**src/rtl/ft_bus_pkg.sv**
```systemverilog
// Shared definitions for the FTDI-style bus responder: FSM states, status and command bit
// positions, and the status byte packer.
package ft_bus_pkg;

  typedef enum logic [1:0] {
    IDLE     = 2'd0,
    RD_DRIVE = 2'd1,
    RD_DONE  = 2'd2
  } state_e;

  localparam int unsigned ST_RXAVAIL = 0;
  localparam int unsigned ST_TXSPACE = 1;
  localparam int unsigned ST_OVF     = 2;
  localparam int unsigned ST_UDF     = 3;
  localparam int unsigned ST_PERR    = 4;

  localparam int unsigned CMD_CLR   = 0;
  localparam int unsigned CMD_FLUSH = 1;

  localparam logic [7:0] STATUS_RESET = 8'h02;

  // rxavail/txspace are named from the host's point of view.
  function automatic logic [7:0] pack_status(input logic rxavail, input logic txspace,
                                             input logic ovf, input logic udf,
                                             input logic perr);
    logic [7:0] s;
    s             = '0;
    s[ST_RXAVAIL] = rxavail;
    s[ST_TXSPACE] = txspace;
    s[ST_OVF]     = ovf;
    s[ST_UDF]     = udf;
    s[ST_PERR]    = perr;
    return s;
  endfunction

endpackage

```
**src/rtl/sync_fifo.sv**
```systemverilog
// Single-clock FIFO with combinational head output and a synchronous flush that overrides
// any same-cycle push or pop.
module sync_fifo #(
  parameter int unsigned WIDTH = 8,
  parameter int unsigned DEPTH = 16
) (
  input  logic                   clk,
  input  logic                   rst,
  input  logic                   push,
  input  logic                   pop,
  input  logic                   flush,
  input  logic [WIDTH-1:0]       din,
  output logic [WIDTH-1:0]       dout,
  output logic                   empty,
  output logic                   full,
  output logic [$clog2(DEPTH):0] count
);

  localparam int unsigned AW = $clog2(DEPTH);
  localparam logic [AW:0] CNT_FULL = DEPTH[AW:0];

  logic [WIDTH-1:0] mem [DEPTH];
  logic [AW-1:0]    wr_ptr_q, rd_ptr_q;
  logic [AW:0]      count_q;
  logic             do_push, do_pop;

  assign empty   = (count_q == '0);
  assign full    = (count_q == CNT_FULL);
  assign count   = count_q;
  assign dout    = mem[rd_ptr_q];
  assign do_push = push & ~full;
  assign do_pop  = pop & ~empty;

  always_ff @(posedge clk) begin
    if (rst || flush) begin
      wr_ptr_q <= '0;
      rd_ptr_q <= '0;
      count_q  <= '0;
    end else begin
      if (do_push) wr_ptr_q <= wr_ptr_q + 1'b1;
      if (do_pop)  rd_ptr_q <= rd_ptr_q + 1'b1;
      unique case ({do_push, do_pop})
        2'b10:   count_q <= count_q + 1'b1;
        2'b01:   count_q <= count_q - 1'b1;
        default: count_q <= count_q;
      endcase
    end
  end

  always_ff @(posedge clk) begin
    if (do_push && !flush) mem[wr_ptr_q] <= din;
  end

endmodule

```
**src/rtl/ft_bus_responder.sv**
```systemverilog
// Device-side responder for the 8-bit FTDI-style host bus: host reads drain the to-host FIFO
// or the status byte, host writes fill the from-host FIFO or the command register.
module ft_bus_responder
  import ft_bus_pkg::*;
#(
  parameter int unsigned FIFO_DEPTH  = 16,
  parameter int unsigned SYNC_STAGES = 2
) (
  input  logic       clk,
  input  logic       rst,
  input  logic [7:0] bus_d_in,
  output logic [7:0] bus_d_out,
  output logic       bus_d_oe,
  input  logic       bus_cs,
  input  logic       bus_a0,
  input  logic       bus_rd,
  input  logic       bus_wr,
  input  logic [7:0] tx_data,
  input  logic       tx_valid,
  output logic       tx_ready,
  output logic [7:0] rx_data,
  output logic       rx_valid,
  input  logic       rx_ready,
  output logic [7:0] status
);

  localparam int unsigned CW = $clog2(FIFO_DEPTH) + 1;
  localparam logic [CW-1:0] CNT_FULL = FIFO_DEPTH[CW-1:0];

  logic [SYNC_STAGES-1:0] cs_sync_q, a0_sync_q, rd_sync_q, wr_sync_q;
  logic [7:0]             d_sync_q [SYNC_STAGES];
  logic                   rd_dly_q, wr_dly_q;
  logic                   rd_arm_q, wr_arm_q;
  logic [SYNC_STAGES:0]   fill_q;
  logic                   cs_s, a0_s, rd_s, wr_s;
  logic [7:0]             d_s;

  state_e     state_q;
  logic       pop_pend_q;
  logic       ovf_q, udf_q, perr_q;
  logic [7:0] status_q;

  logic          rd_fall, rd_rise, wr_rise;
  logic          in_idle, rd_go, wr_sel, host_wr;
  logic          perr_set, ovf_set, udf_set;
  logic          cmd_wr, flush, clr;
  logic          tx_push, tx_pop, rx_push, rx_pop;
  logic [7:0]    tx_head, rx_head, status_byte;
  logic          tx_empty, tx_full, rx_empty, rx_full;
  logic [CW-1:0] tx_count, rx_count;

  // Strobes reset high so a bus left idle produces no spurious edge.
  always_ff @(posedge clk) begin
    if (rst) begin
      cs_sync_q <= '1;
      rd_sync_q <= '1;
      wr_sync_q <= '1;
      a0_sync_q <= '0;
      for (int i = 0; i < SYNC_STAGES; i++) d_sync_q[i] <= '0;
      rd_dly_q  <= 1'b1;
      wr_dly_q  <= 1'b1;
      rd_arm_q  <= 1'b0;
      wr_arm_q  <= 1'b0;
      fill_q    <= '0;
    end else begin
      cs_sync_q   <= {cs_sync_q[SYNC_STAGES-2:0], bus_cs};
      a0_sync_q   <= {a0_sync_q[SYNC_STAGES-2:0], bus_a0};
      rd_sync_q   <= {rd_sync_q[SYNC_STAGES-2:0], bus_rd};
      wr_sync_q   <= {wr_sync_q[SYNC_STAGES-2:0], bus_wr};
      d_sync_q[0] <= bus_d_in;
      for (int i = 1; i < SYNC_STAGES; i++) d_sync_q[i] <= d_sync_q[i-1];
      rd_dly_q    <= rd_s;
      wr_dly_q    <= wr_s;
      fill_q      <= {fill_q[SYNC_STAGES-1:0], 1'b1};
      // A strobe counts only once it has been seen high on real (post-reset) samples.
      rd_arm_q    <= rd_arm_q | (fill_q[SYNC_STAGES] & rd_s);
      wr_arm_q    <= wr_arm_q | (fill_q[SYNC_STAGES] & wr_s);
    end
  end

  assign cs_s = cs_sync_q[SYNC_STAGES-1];
  assign a0_s = a0_sync_q[SYNC_STAGES-1];
  assign rd_s = rd_sync_q[SYNC_STAGES-1];
  assign wr_s = wr_sync_q[SYNC_STAGES-1];
  assign d_s  = d_sync_q[SYNC_STAGES-1];

  assign rd_fall = rd_arm_q & rd_dly_q & ~rd_s;
  assign rd_rise = rd_arm_q & ~rd_dly_q & rd_s;
  assign wr_rise = wr_arm_q & ~wr_dly_q & wr_s;

  assign in_idle  = (state_q == IDLE);
  assign rd_go    = in_idle & rd_fall & ~cs_s;
  assign wr_sel   = wr_rise & ~cs_s;
  assign host_wr  = in_idle & wr_sel & ~rd_go;
  assign perr_set = wr_sel & ~host_wr;

  assign rx_push = host_wr & ~a0_s & ~rx_full;
  assign ovf_set = host_wr & ~a0_s & rx_full;
  assign cmd_wr  = host_wr & a0_s;
  assign flush   = cmd_wr & d_s[CMD_FLUSH];
  assign clr     = cmd_wr & d_s[CMD_CLR];
  assign udf_set = rd_go & ~a0_s & tx_empty;

  assign tx_push = tx_valid & ~tx_full;
  assign tx_pop  = (state_q == RD_DONE) & pop_pend_q;
  assign rx_pop  = rx_ready & ~rx_empty;

  assign status_byte = pack_status(~tx_empty, ~rx_full, ovf_q, udf_q, perr_q);

  sync_fifo #(
    .WIDTH (8),
    .DEPTH (FIFO_DEPTH)
  ) u_tx_fifo (
    .clk   (clk),
    .rst   (rst),
    .push  (tx_push),
    .pop   (tx_pop),
    .flush (flush),
    .din   (tx_data),
    .dout  (tx_head),
    .empty (tx_empty),
    .full  (tx_full),
    .count (tx_count)
  );

  sync_fifo #(
    .WIDTH (8),
    .DEPTH (FIFO_DEPTH)
  ) u_rx_fifo (
    .clk   (clk),
    .rst   (rst),
    .push  (rx_push),
    .pop   (rx_pop),
    .flush (flush),
    .din   (d_s),
    .dout  (rx_head),
    .empty (rx_empty),
    .full  (rx_full),
    .count (rx_count)
  );

  assign tx_ready = ~tx_full;
  assign rx_valid = ~rx_empty;
  assign rx_data  = rx_head;
  assign status   = status_q;

  always_ff @(posedge clk) begin
    if (rst) begin
      state_q    <= IDLE;
      bus_d_out  <= '0;
      bus_d_oe   <= 1'b0;
      pop_pend_q <= 1'b0;
      ovf_q      <= 1'b0;
      udf_q      <= 1'b0;
      perr_q     <= 1'b0;
      status_q   <= STATUS_RESET;
    end else begin
      ovf_q    <= (ovf_q & ~clr) | ovf_set;
      udf_q    <= (udf_q & ~clr) | udf_set;
      perr_q   <= (perr_q & ~clr) | perr_set;
      status_q <= status_byte;
      unique case (state_q)
        IDLE: begin
          if (rd_go) begin
            state_q    <= RD_DRIVE;
            bus_d_oe   <= 1'b1;
            // The pop is deferred to RD_DONE so the host sees a stable byte all strobe long.
            pop_pend_q <= ~a0_s & ~tx_empty;
            if (a0_s)           bus_d_out <= status_byte;
            else if (!tx_empty) bus_d_out <= tx_head;
            else                bus_d_out <= 8'h00;
          end
        end
        RD_DRIVE: begin
          if (rd_rise || cs_s) begin
            state_q  <= RD_DONE;
            bus_d_oe <= 1'b0;
          end
        end
        RD_DONE: begin
          state_q    <= IDLE;
          pop_pend_q <= 1'b0;
        end
        default: begin
          state_q  <= IDLE;
          bus_d_oe <= 1'b0;
        end
      endcase
    end
  end

  a_tx_count: assert property (@(posedge clk) disable iff (rst)
    (tx_empty == (tx_count == '0)) && (tx_full == (tx_count == CNT_FULL)));
  a_rx_count: assert property (@(posedge clk) disable iff (rst)
    (rx_empty == (rx_count == '0)) && (rx_full == (rx_count == CNT_FULL)));

endmodule

```
**config.mk**
```make
export PLATFORM = sky130hd
export DESIGN_NAME = ft_bus_responder
export DESIGN_NICKNAME = d
export VERILOG_FILES = /design/src/rtl/ft_bus_pkg.sv /design/src/rtl/sync_fifo.sv /design/src/rtl/ft_bus_responder.sv
export SDC_FILE = /design/constraint.sdc
export NUM_CORES = 1
export LEC_CHECK = 0
export BUFFER_PORTS_ARGS = -buffer_cell sky130_fd_sc_hd__buf_2
export CORE_MARGIN = 10
export CORE_UTILIZATION = 53
export DETAILED_ROUTE_END_ITERATION = 10
export PLACE_DENSITY = 0.8
export SYNTH_ARGS = -nofsm -noshare
export SYNTH_HDL_FRONTEND = slang
export SYNTH_SLANG_ARGS = --single-unit
```
**constraint.sdc**
```tcl
create_clock -name clk -period 6.6 [get_ports clk]
set_clock_uncertainty 0.05 [all_clocks]
set_input_delay 1.32 -clock clk [delete_from_list [all_inputs] [get_ports clk]]
set_output_delay 1.32 -clock clk [all_outputs]
set_load 0.05 [all_outputs]
```
==> results by group <==
Setup path
  – Kind of critical path: reg -> out
  – Crit end category: primary output
  – Worst endpoint required time: 5.23 ns
  – CP max stage cell: dfxtp_2
  – Worst path max stage delay: 0.97 ns
  – Buf+Inv Stages, Crit Path: 1
  – Worst setup SP type: flop
  – Cell family with most CP delay: multiplexers
  – Worst Path Max Fanout: 32
  – Critical Path, Cell by Cell: mux4_1 > mux4_2 > buf_2
  – Worst EP arrival: 2.94 ns

Pwr
  – Clock share of power: 44.5%
  – Net Sw Frac: 20.2%
  – LEAKAGE: 5.04 nW
  – Reg power frac: 53.5%
  – Switching power: 0.000883 W
  – Overall power: 0.00437 W
  – Power Internal: 0.00349 W
  – Comb power frac: 2.0%
  – Worst vdd ir: 0.211 mV
  – Power Dens Cells: 293 mW/mm^2

Synth
  – Netlist cell types: 61
  – Syn_area_per_cell: 17.3 um^2
  – Ys async rst share: 0%
  – Main synth FF type: edfxtp_1
  – Seq/Total Area, Yosys: 70.6%
  – Cell area after synthesis: 0.0133 mm^2
  – Yosys warning total: 0
  – Register bit count reported by yosys: 341
  – Post-synth EDFFs: 256
  – Cells after synthesis: 769

Routing
  – Final ANT Viol Nets: 0
  – DR WL/cell: 22.8 um
  – Drt initial violations: 657
  – Drt drc: 0
  – DRT Wirelength: 26700 um
  – Via/cell ratio: 5.88
  – Via count: 6894
  – TritonRoute pass-1 iters: 5

GRT
  – Busiest grt layer: met2
  – Met1 global-route usage: 20.8%
  – M3 GR Usage: 4.33%
  – Overall global routing resource usage: 17.0%
  – Met2 usage: 28.7%
  – Largest net degree at the start of global routing: 48
  – Global-route wire length before repair: 41200 um
  – Total gr overflow: 0
  – Vias in the first global route: 7051
  – Initial antenna violation count: 0

Timing
  – Final worst path period need: 4.31 ns
  – Final TNS setup: 0 ns
  – Fin. max-slew vios: 0
  – # setup viols final: 0
  – Fin crit share: 65.3%
  – Hold Vio Cnt, Final: 0
  – Rel. slew slack: 22.0%
  – Worst-Margin Slew: 1.16 ns
  – RSZ-0062 raised after global routing: no
  – FMAX: 0.232 GHz

Clock network
  – PostCTS Resize Cnt: 0
  – Clock sink total: 341
  – Insertion delay to the later sink of the worst-skew pair: 0.52 ns
  – Total CTS buffers: 35
  – CTS tree: yes
  – Clk root buf: clkbuf_16
  – Clk buf depth: 3
  – Post-CTS Setup Repair Bufs: 0
  – H-tree depth: 2
  – CTS Hold Bufs: 0
  – Clk slew on worst S/H paths: 0.06 ns

Placed design
  – Gp weighted congestion: 0.796
  – Port Buf Inserts: 47
  – DP Area: 0.0138 mm^2
  – Hpwl dp: 16600 um

Final layout
  – N_diodes: 0
  – Area Growth Syn to Fin: 12.1%
  – Most frequent cells in the layout: edfxtp_1, dfxtp_1, nor2_1
  – Core Util, Final: 60.8%
  – Most common cell after layout, fill and taps aside: edfxtp_1
  – Fillers: 1763
  – Share of layout cells above drive strength 1: 21.7%
  – Final Cell Area: 0.0149 mm^2
  – Nets@finish: 864

Floorplan
  – Die H: 178 um
  – Total die area: 0.0318 mm^2
  – Die span in x: 178 um
  – Initial core utilization: 54.2%
  – Core area: 0.0245 mm^2
  – FP Rows: 57
  – Io pins: 51

Run
  – Max_cap viols: 0

Worst hold path
  – Hold Crit Class: reg -> reg

Run status
  – Run status: completed
==> metal layers <==
metal  vias up  share of wire [%]
met5         -                  0
met4         0                2.6
met3        50                7.3
met2       284                 51
met1      3465                 39
li1       3095                  -
==> logic make-up after synthesis <==
group	synth area share, %
flops	70.6
simple gates	6.90
mux	13.5
compound gates	3.57
buf+inv	2.48
fa+ha+maj	1.75
xor+xnor	1.18
other cells	0.0282
==> final timing paths <==
kind | from | endpoint | slack, ns | cells past startpoint
hold reg to reg | rd_sync_q[0]$_SDFF_PP1_ | rd_sync_q[1]$_SDFF_PP1_ | 0.34 | 1
setup / recovery | flop | rx_data[5] | 2.29 | 3
setup reg to reg | cs_sync_q[1]$_SDFF_PP1_ | u_rx_fifo.count[4]$_SDFFE_PP0P_ | 3.26 | 11
hold / removal | rd_sync_q[0]$_SDFF_PP1_ | rd_sync_q[1]$_SDFF_PP1_ | 0.34 | 1
==> synth_stat cells, types with 10 or more instances <==
library cell	instances	area share, %
dfxtp_1	85	13
nand2_1	25	0.71
o21ai_0	10	0.38
mux4_1	24	4.7
nor2_1	59	1.7
a22oi_1	11	0.62
ha_1	17	1.6
mux4_2	45	7.6
mux2i_1	11	0.83
nor2b_1	29	1.4
clkbuf_1	14	0.39
edfxtp_1	256	58
a21oi_1	26	0.98
inv_1	17	0.48
xor2_1	12	0.79
==> power groups by stage <==
| stage | Combinational [W] | Sequential (W) | Clock [W] |
|---|---|---|---|
| final | 0.0000869 | 0.00234 | 0.00194 |
| after CTS | 0.0000876 | 0.00234 | 0.00197 |
| after floorplan | 0.0000541 | 0.00238 | 0 |
| after global routing | 0.0000964 | 0.00234 | 0.00205 |
| after detailed placement | 0.0000866 | 0.00238 | 0 |
| after global placement | 0.0000842 | 0.00238 | 0 |
==> layout make-up <==
class / instances / area [um^2] / area share, %
clock buffer: 42 / 933 / 6.26
clock inverter: 22 / 203 / 1.36
inverter: 17 / 63.8 / 0.428
multi-input combinational: 372 / 3620 / 24.3
sequential: 341 / 9390 / 63.0
tap: 324 / 405 / 2.72
timing repair buffer: 55 / 295 / 1.98
==> flip-flops by register name (all words and copies together), names as in the netlist, 2 cells and up, named ones only <==
register / count
state_q: 2
bus_d_out: 8
fill_q: 3
u_rx_fifo.mem: 128
wr_sync_q: 2
cs_sync_q: 2
a0_sync_q: 2
d_sync_q: 16
u_rx_fifo.rd_ptr_q: 4
u_tx_fifo.mem: 128
status: 5
u_tx_fifo.count: 5
u_tx_fifo.rd_ptr_q: 4
u_rx_fifo.wr_ptr_q: 4
u_rx_fifo.count: 5
u_tx_fifo.wr_ptr_q: 4
rd_sync_q: 2
==> per-stage QoR <==
step	hold slack (ns)	worst slack [ns]	instances
floorplan	0.339	3.17	771
global placement	0.349	2.86	1109
detailed placement	0.348	2.77	1109
CTS	0.356	2.26	1173
global route	0.359	2.18	1173
finish	0.345	2.29	1173
Power figures use the tool's default switching activity.
